===== config.mk =====
export PLATFORM = sky130hd
export DESIGN_NAME = lsu_stage_flat
export DESIGN_NICKNAME = d
export VERILOG_FILES = /design/src/rtl/lsu_stage_if.sv /design/src/rtl/lsu_stage.sv /design/src/flat_wrapper.sv
export SDC_FILE = /design/constraint.sdc
export NUM_CORES = 1
export LEC_CHECK = 0
export BUFFER_PORTS_ARGS = -buffer_cell sky130_fd_sc_hd__buf_2
export CORE_MARGIN = 3
export CORE_UTILIZATION = 40
export CTS_BUF_LIST = sky130_fd_sc_hd__clkbuf_4 sky130_fd_sc_hd__clkbuf_8 sky130_fd_sc_hd__clkbuf_16
export CTS_CLUSTER_DIAMETER = 60
export DETAILED_ROUTE_END_ITERATION = 10
export PLACE_DENSITY = 0.75
export SETUP_SLACK_MARGIN = 0.2
export SLEW_MARGIN = 5
export SYNTH_ARGS = -nofsm -noshare
export SYNTH_HDL_FRONTEND = slang
export SYNTH_SLANG_ARGS = --single-unit

===== constraint.sdc =====
create_clock -name i_clk -period 7.98 [get_ports i_clk]
set_clock_uncertainty 0.1 [all_clocks]
set_input_delay 1.596 -clock i_clk [delete_from_list [all_inputs] [get_ports i_clk]]
set_output_delay 1.596 -clock i_clk [all_outputs]
set_load 0.01 [all_outputs]

===== src/rtl/lsu_stage_if.sv =====
// Request/response and data-memory bus bundle for lsu_stage.
// master = execute/writeback side plus memory model; slave = the LSU itself.
interface lsu_stage_if;
  logic        i_req_valid;
  logic        o_req_ready;
  logic [31:0] i_addr;
  logic [31:0] i_wdata;
  logic [2:0]  i_funct3;
  logic        i_is_store;
  logic        o_resp_valid;
  logic [31:0] o_rdata;
  logic        o_err;
  logic        o_mem_valid;
  logic        i_mem_ready;
  logic [31:0] o_mem_addr;
  logic        o_mem_we;
  logic [3:0]  o_mem_wstrb;
  logic [31:0] o_mem_wdata;
  logic [31:0] i_mem_rdata;

  modport master (
    output i_req_valid, i_addr, i_wdata, i_funct3, i_is_store, i_mem_ready, i_mem_rdata,
    input  o_req_ready, o_resp_valid, o_rdata, o_err, o_mem_valid, o_mem_addr, o_mem_we,
           o_mem_wstrb, o_mem_wdata
  );

  modport slave (
    input  i_req_valid, i_addr, i_wdata, i_funct3, i_is_store, i_mem_ready, i_mem_rdata,
    output o_req_ready, o_resp_valid, o_rdata, o_err, o_mem_valid, o_mem_addr, o_mem_we,
           o_mem_wstrb, o_mem_wdata
  );
endinterface


===== src/rtl/lsu_stage.sv =====
// Single-outstanding rv32i load/store unit: IDLE -> BUS -> DONE over a valid/ready bus.
// Define LSU_TIMEOUT_EN to add a bus watchdog of TIMEOUT_CYCLES stalled cycles.
module lsu_stage #(
  parameter int TIMEOUT_CYCLES = 16
) (
  input logic        i_clk,
  input logic        i_rst,
  lsu_stage_if.slave bus
);

  if (TIMEOUT_CYCLES < 1 || TIMEOUT_CYCLES > 255) begin : g_bad_timeout
    $error("lsu_stage: TIMEOUT_CYCLES must be in 1..255");
  end

  typedef enum logic [1:0] {S_IDLE, S_BUS, S_DONE} state_e;

  state_e      state_q, state_d;
  logic [31:0] addr_q, addr_d;
  logic [2:0]  funct3_q, funct3_d;
  logic        we_q, we_d;
  logic [3:0]  wstrb_q, wstrb_d;
  logic [31:0] wdata_q, wdata_d;
  logic [31:0] rdata_q, rdata_d;
  logic        err_q, err_d;
`ifdef LSU_TIMEOUT_EN
  localparam logic [7:0] TIMEOUT_LAST = 8'(TIMEOUT_CYCLES - 1);
  logic [7:0]  cnt_q, cnt_d;
`endif

  // Request decode straight off the execute inputs; only consumed in IDLE.
  logic        req_legal;
  logic        req_misaligned;
  logic [3:0]  lane_strb;
  logic [31:0] lane_wdata;

  always_comb begin
    if (bus.i_is_store) req_legal = bus.i_funct3 inside {3'b000, 3'b001, 3'b010};
    else                req_legal = bus.i_funct3 inside {3'b000, 3'b001, 3'b010, 3'b100, 3'b101};
    req_misaligned = (bus.i_funct3[1:0] == 2'b01 && bus.i_addr[0]) ||
                     (bus.i_funct3[1:0] == 2'b10 && bus.i_addr[1:0] != 2'b00);
    case (bus.i_funct3[1:0])
      2'b00: begin
        lane_wdata = {4{bus.i_wdata[7:0]}};
        lane_strb  = 4'b0001 << bus.i_addr[1:0];
      end
      2'b01: begin
        lane_wdata = {2{bus.i_wdata[15:0]}};
        lane_strb  = bus.i_addr[1] ? 4'b1100 : 4'b0011;
      end
      default: begin
        lane_wdata = bus.i_wdata;
        lane_strb  = 4'b1111;
      end
    endcase
  end

  // Load extraction from the returned word using the latched offset.
  logic [7:0]  ld_byte;
  logic [15:0] ld_half;
  logic [31:0] ld_data;

  always_comb begin
    ld_byte = bus.i_mem_rdata[{addr_q[1:0], 3'b000} +: 8];
    ld_half = bus.i_mem_rdata[{addr_q[1], 4'b0000} +: 16];
    case (funct3_q)
      3'b000:  ld_data = {{24{ld_byte[7]}}, ld_byte};
      3'b001:  ld_data = {{16{ld_half[15]}}, ld_half};
      3'b100:  ld_data = {24'd0, ld_byte};
      3'b101:  ld_data = {16'd0, ld_half};
      default: ld_data = bus.i_mem_rdata;
    endcase
  end

  // NOTE: every signal written here gets its hold value first, so no path leaves a latch.
  always_comb begin
    state_d  = state_q;
    addr_d   = addr_q;
    funct3_d = funct3_q;
    we_d     = we_q;
    wstrb_d  = wstrb_q;
    wdata_d  = wdata_q;
    rdata_d  = rdata_q;
    err_d    = err_q;
`ifdef LSU_TIMEOUT_EN
    cnt_d    = cnt_q;
`endif
    case (state_q)
      S_IDLE: begin
        if (bus.i_req_valid) begin
          addr_d   = bus.i_addr;
          funct3_d = bus.i_funct3;
          we_d     = bus.i_is_store;
          wdata_d  = lane_wdata;
          if (!req_legal || req_misaligned) begin
            wstrb_d = 4'b0000;
            err_d   = 1'b1;
            rdata_d = 32'd0;
            state_d = S_DONE;
          end else begin
            wstrb_d = bus.i_is_store ? lane_strb : 4'b0000;
            state_d = S_BUS;
`ifdef LSU_TIMEOUT_EN
            cnt_d   = 8'd0;
`endif
          end
        end
      end
      S_BUS: begin
        if (bus.i_mem_ready) begin
          rdata_d = we_q ? 32'd0 : ld_data;
          err_d   = 1'b0;
          state_d = S_DONE;
        end
`ifdef LSU_TIMEOUT_EN
        // A ready arriving on the limit cycle takes the branch above and wins.
        else begin
          cnt_d = cnt_q + 8'd1;
          if (cnt_q == TIMEOUT_LAST) begin
            rdata_d = 32'd0;
            err_d   = 1'b1;
            state_d = S_DONE;
          end
        end
`endif
      end
      default: state_d = S_IDLE;
    endcase
  end

  // NOTE: state registers take non-blocking assignments so all flops update from pre-edge values.
  always_ff @(posedge i_clk or posedge i_rst) begin
    if (i_rst) begin
      state_q  <= S_IDLE;
      addr_q   <= '0;
      funct3_q <= '0;
      we_q     <= 1'b0;
      wstrb_q  <= '0;
      wdata_q  <= '0;
      rdata_q  <= '0;
      err_q    <= 1'b0;
`ifdef LSU_TIMEOUT_EN
      cnt_q    <= '0;
`endif
    end else begin
      state_q  <= state_d;
      addr_q   <= addr_d;
      funct3_q <= funct3_d;
      we_q     <= we_d;
      wstrb_q  <= wstrb_d;
      wdata_q  <= wdata_d;
      rdata_q  <= rdata_d;
      err_q    <= err_d;
`ifdef LSU_TIMEOUT_EN
      cnt_q    <= cnt_d;
`endif
    end
  end

  assign bus.o_req_ready  = (state_q == S_IDLE);
  assign bus.o_mem_valid  = (state_q == S_BUS);
  assign bus.o_resp_valid = (state_q == S_DONE);
  assign bus.o_rdata      = rdata_q;
  assign bus.o_err        = err_q;
  assign bus.o_mem_addr   = {addr_q[31:2], 2'b00};
  assign bus.o_mem_we     = we_q;
  assign bus.o_mem_wstrb  = wstrb_q;
  assign bus.o_mem_wdata  = wdata_q;

endmodule


===== src/flat_wrapper.sv =====
// flat-port wrapper written by rule: the top's interface ports become plain ports
module lsu_stage_flat 
#(
  parameter int TIMEOUT_CYCLES = 16
)
  (i_clk, i_rst, bus_i_req_valid, bus_i_addr, bus_i_wdata, bus_i_funct3, bus_i_is_store, bus_i_mem_ready, bus_i_mem_rdata, bus_o_req_ready, bus_o_resp_valid, bus_o_rdata, bus_o_err, bus_o_mem_valid, bus_o_mem_addr, bus_o_mem_we, bus_o_mem_wstrb, bus_o_mem_wdata);
  lsu_stage_if bus_i ();
  input logic i_clk;
  input logic i_rst;
  input wire logic [$bits(bus_i.i_req_valid)-1:0] bus_i_req_valid;
  input wire logic [$bits(bus_i.i_addr)-1:0] bus_i_addr;
  input wire logic [$bits(bus_i.i_wdata)-1:0] bus_i_wdata;
  input wire logic [$bits(bus_i.i_funct3)-1:0] bus_i_funct3;
  input wire logic [$bits(bus_i.i_is_store)-1:0] bus_i_is_store;
  input wire logic [$bits(bus_i.i_mem_ready)-1:0] bus_i_mem_ready;
  input wire logic [$bits(bus_i.i_mem_rdata)-1:0] bus_i_mem_rdata;
  output wire logic [$bits(bus_i.o_req_ready)-1:0] bus_o_req_ready;
  output wire logic [$bits(bus_i.o_resp_valid)-1:0] bus_o_resp_valid;
  output wire logic [$bits(bus_i.o_rdata)-1:0] bus_o_rdata;
  output wire logic [$bits(bus_i.o_err)-1:0] bus_o_err;
  output wire logic [$bits(bus_i.o_mem_valid)-1:0] bus_o_mem_valid;
  output wire logic [$bits(bus_i.o_mem_addr)-1:0] bus_o_mem_addr;
  output wire logic [$bits(bus_i.o_mem_we)-1:0] bus_o_mem_we;
  output wire logic [$bits(bus_i.o_mem_wstrb)-1:0] bus_o_mem_wstrb;
  output wire logic [$bits(bus_i.o_mem_wdata)-1:0] bus_o_mem_wdata;
  assign bus_i.i_req_valid = bus_i_req_valid;
  assign bus_i.i_addr = bus_i_addr;
  assign bus_i.i_wdata = bus_i_wdata;
  assign bus_i.i_funct3 = bus_i_funct3;
  assign bus_i.i_is_store = bus_i_is_store;
  assign bus_i.i_mem_ready = bus_i_mem_ready;
  assign bus_i.i_mem_rdata = bus_i_mem_rdata;
  assign bus_o_req_ready = bus_i.o_req_ready;
  assign bus_o_resp_valid = bus_i.o_resp_valid;
  assign bus_o_rdata = bus_i.o_rdata;
  assign bus_o_err = bus_i.o_err;
  assign bus_o_mem_valid = bus_i.o_mem_valid;
  assign bus_o_mem_addr = bus_i.o_mem_addr;
  assign bus_o_mem_we = bus_i.o_mem_we;
  assign bus_o_mem_wstrb = bus_i.o_mem_wstrb;
  assign bus_o_mem_wdata = bus_i.o_mem_wdata;
  lsu_stage #(.TIMEOUT_CYCLES(TIMEOUT_CYCLES)) u_core (.i_clk(i_clk), .i_rst(i_rst), .bus(bus_i));
endmodule

* Word level (Yosys, flattened, before mapping) *
Index checks and enable logic that the tools add are counted.

word-level totals
  bits in registers = 107
  bits in latches = 0
  bits in writable memories = 0
  bits in read-only memories = 0
  input bits = 104
  output and inout port bits = 105
  logic and storage cells = 61
  memories = 0

cells by class
  add/subtract/negate cells = 0
  multipliers = 0
  divide/modulo/power cells = 0
  $lt $le $gt $ge = 0
  eq/ne operators = 14
  shifts and indexed selects = 3
  mux-type cells = 20
  bitwise logic cells = 0
  reduce and logical (&&, ||, !) cells = 16

operators with widths
  kind                 count
  $mux 32              4
  $pmux 32 s2          2
  $pmux 32 s4          1
  $shiftx 32x6->16     1
  $shiftx 32x6->8      1
  $eq 3x3->1 const B   4
  $mux 4               3
  $pmux 4 s2           1
  $eq 3x1->1 const B   2
  $logic_not 3->1      2
  $mux 2               3
  $reduce_bool 5->1    1
  $eq 2x1->1 const B   2
  $eq 2x2->1 const B   2
  $logic_not 2->1      2
  $mux 1               4
  $ne 2x2->1 const B   2
  $pmux 2 s2           1
  $reduce_and 2->1     2
  $reduce_and 4->1     1
  $reduce_bool 2->1    2
  $shl 1x2->4 const A  1
  $eq 3x2->1 const B   1
  $reduce_bool 3->1    1
  5 further kinds      7

* Depth between registers and ports, before layout *
  depth in word-level cells = 8
  mapped depth = 6
  mapped depth without buffers = 4

* Worst setup path before layout *
OpenSTA, ideal clock, no wires.

  path type = input to register
  from = input bus_i_req_valid
  to = register u_core.rdata_q[31], in the netlist u_core.bus.o_rdata[31]
  library setup time = 122 ps
  arrival time = 2727 ps
  path slack = 5031 ps
  stages = 5
  path buffers = 2
  path through = or3b_1 > buf_2 > o31a_4 > buf_2 > a32o_1

between the ends
  longest elaborated chain between the ends = 2

RTL lines
  what                        line                source
  start, declared             flat_wrapper.sv:10  input wire logic [$bits(bus_i.i_req_valid)-1:0] bus_i_req_valid;
  $ne 2x2->1 (no line)        --
  $reduce_and 4->1 (no line)  --
  end signal, assigned        lsu_stage.sv:151    rdata_q <= rdata_d;
  end, declared               lsu_stage.sv:23     logic [31:0] rdata_q, rdata_d;

No other way between the ends.
A chain may end at the register's enable or synchronous reset.

* Worst setup path after layout *
  from = input bus_i_funct3[1]
  to = register u_core.rdata_q[7], in the netlist u_core.bus.o_rdata[7]

between the ends
  longest elaborated chain between the ends = 7
  elaborated cells on any way between the ends = 17

RTL lines
  what                                                           line                              source
  start, declared                                                flat_wrapper.sv:13                input wire logic [$bits(bus_i.i_funct3)-1:0] bus_i_funct3;
  $eq 3x1->1, or another cell as far along                       lsu_stage.sv:37, lsu_stage.sv:38
  $reduce_bool 5->1 / $reduce_bool 3->1 (equally long branches)  lsu_stage.sv:38, lsu_stage.sv:37
  $mux 1                                                         lsu_stage.sv:37                   if (bus.i_is_store) req_legal = bus.i_funct3 inside {3'b000, 3'b001, 3'b010};
  $logic_not 1->1                                                lsu_stage.sv:94                   if (!req_legal || req_misaligned) begin
  $logic_or 1x1->1 *                                             lsu_stage.sv:94
  $ne 2x1->1 (no line) *                                         --
  $reduce_and 4->1 (no line) *                                   --

Every way passes the cells marked *; elsewhere a longest branch is shown, timed or not.

==> out/results.ini <==
[outcome]
outcome = complete, no violations

[hold_path]
whs_path_depth = 2
hold_path_class = reg -> reg
hp-start = u_core.addr_q[2]
worst_hold_path.endpoint = u_core.addr_q[2]

[timing]
grt_setup_unrepaired = false
fin_setup_tns_ps = 0
setup-violations-final = 0
timing.fmax_mhz = 311.3
fin_crit_ps = 3213
final_max_slew_viol_count = 0
worstMarginPinSlew_ps = 965.1
slew_headroom = 0.3552
hold_viol = 0
period_share = 0.4026

[synthesis]
syn_area_um2 = 5290
synth-edff-count = 0
ys.flop_type = dfrtp_1
ys_seq_elements = 107
yosys.area_share.simple = 0.1840
synth_top_area_cell = dfrtp_1
synth.distinct_cells = 42
synthArstFlopShare = 1.000
synth_commonest_cells = nand2_1 (169), dfrtp_1 (107), o21ai_0 (40), buf_4 (32)
synth_top_family_by_area = simple AND/OR/NAND/NOR gates
syn_inst = 574
synth_top_area_share = 0.5061
synth_compound_area_frac = 0.1667
synth.area.top_cells = dfrtp_1 (51%), nand2_1 (12%), mux2i_1 (4.9%), buf_4 (4.5%), o21ai_0 (3.8%)
yosysWarnings = 0
synth_fa_ha_area_frac = 0
synthMuxAreaShare = 0.05558
yosysMostFrequentCell = nand2_1
syn_area_per_cell_um2 = 9.216
synth-xor-area-share = 0
ys_seq_area_frac = 0.5061

[worst_setup_path]
rr_startpoint = u_core.addr_q[1]
crit_path_max_fanout = 41
crit_path_end_kind = register
critical_path_arrival_ps = 3390
cp-start-kind = primary input
r2r_slack_ps = 5640
worstRegToRegCells = 4
rr_endpoint = u_core.bus.o_rdata[28]
path_class = in -> reg
cp_data_required_time_ps = 8160

[final_layout]
area_growth_pct = 22.75
nNetsFinal = 829
instances_no_fill = 902
antennaDiodeCount = 0
nFillCells = 1245
drive_above_1_share = 0.3342

[cts]
cts_resized = 0
cts_max_level = 3
cts_inserted_buffers = 9
hold_buffers = 0
clk_pin_slew_worst_paths_ps = 70
clockBufferDepth = 2
cts_setup_buffers = 0
clock_sinks = 107
clock-root-buffer = clkbuf_16
insertion_delay_ps = 340
cts_tree = built

[die]
die_h_um = 121
die_area_um2 = 14640
die_w_um = 121
fp.coreArea_um2 = 12770
initial_core_util = 0.4141
rows = 41
io_pins = 209

[power]
leakage_nw = 3.436
p_per_area_nw_per_um2 = 279.0
finalPower_mw = 1.811
irDropWorstVdd_uv = 117.8

[global_route]
grt_max_degree = 97
track_usage = 0.1959
grt_overflow = 0
grt_pass1_vias = 4441
grt_first_pass_wirelength_um = 22830
antenna_found_initial = 1

[routing]
ant_nets = 0
wirelength_um = 14510
wl_per_cell_um = 16.09
viasPerCell = 5.130
drtIter0Drc = 301
dr.pass1.iters = 4
drc = 0
vias = 4627

[place]
dp_cells = 886
dp_hpwl_um = 10420
port_buffers = 206
gp_congestion = 0.8778

[flow_run]
maxCapViolations = 0

cell usage in the layout (no fill, tap or decap), types with 2 or more instances in the layout:
master / n
nand2b_1: 13
o31ai_2: 7
a21oi_1: 26
nand3b_1: 8
nor2_1: 15
a221oi_1: 8
o211ai_1: 8
or3_1: 7
inv_1: 12
clkbuf_16: 9
o21ai_1: 8
conb_1: 2
a32o_1: 9
dfrtp_1: 107
bufinv_16: 2
inv_6: 3
mux2i_1: 26
nor3_1: 2
nor4_1: 2
nor2b_1: 4
a22o_1: 14
o21ai_0: 40
buf_4: 3
nand2_1: 169
buf_2: 206
routing by layer:
| metal | share of wire | routed length (um) | up-vias | track usage |
|---|---|---|---|---|
| met3 | 0.089 | 1294 | 23 | 0.05781 |
| met1 | 0.43 | 6185 | 2186 | 0.2618 |
| met2 | 0.46 | 6736 | 209 | 0.3064 |
| met4 | 0.020 | 289 | 2 | 0.06445 |
| met5 | 0.00048 | 7 | - | 0 |
| li1 | - | - | 2207 | - |
critical path, cell delays in order:
cell and delay, ps:
buf_2 510, a221oi_1 200, o31a_4 610, a2111oi_2 340, a21o_1 120
state kept, by name, indices dropped and copies added, names as in the netlist:
register                cells
u_core.bus.o_rdata         32
u_core.bus.o_err            1
u_core.bus.o_mem_wdata     32
u_core.addr_q              32
u_core.bus.o_mem_we         1
u_core.state_q              2
u_core.funct3_q             3
u_core.bus.o_mem_wstrb      4
report_power, final:
part           total [mW]  internal (mW)  switching [mW]  leakage, nW
logic               0.553          0.222           0.331         1.90
clock network       0.494          0.282           0.212        0.163
registers           0.765          0.670          0.0944         1.37
final cells by class:
class	count	area [um2]	share of cell area
flip-flops and latches	107	2678	0.4123
multi-input cells	384	2161	0.3328
repair buffers	209	1054	0.1622
clock buffers	9	225.2	0.03468
well taps	172	215.2	0.03314
clock inverters	7	106.4	0.01638
inverters	14	55.05	0.008478
stage by stage:
step / hold WS (ps) / setup slack, ps / utilization / cell area (um2)
2_1_floorplan: 346.9 / 3467 / - / 5294
3_3_place_gp: 353.1 / 4483 / 0.4824 / 6162
3_5_place_dp: 356.8 / 4433 / 0.4824 / 6162
4_1_cts: 374.9 / 4788 / 0.5084 / 6494
5_1_grt: 393.6 / 4701 / 0.5084 / 6494
6_report: 373.4 / 4767 / 0.5084 / 6494
logic make-up (layout without fill, tap and decap cells):
group,count (synthesis),after routing
AOI/OAI and AO/OA,128,128
buffers and inverters,84,239
DFF,107,107
muxes,28,28
other,1,2
and+or+nand+nor,226,226
how the worst max path moves through the flow:
stage	end	cells after the start	startpoint	slack, ps
after floorplan	u_core.addr_q[0]	1	i_rst	3470
after global placement	u_core.bus.o_rdata[7]	5	bus_i_funct3[1]	4480
after detailed placement	u_core.bus.o_rdata[7]	5	bus_i_funct3[1]	4430
after CTS	u_core.bus.o_rdata[7]	5	bus_i_funct3[1]	4790
after global routing	u_core.bus.o_rdata[7]	5	bus_i_funct3[1]	4700
final	u_core.bus.o_rdata[7]	5	bus_i_funct3[1]	4770
No activity file was read; power rests on OpenSTA's default activity.
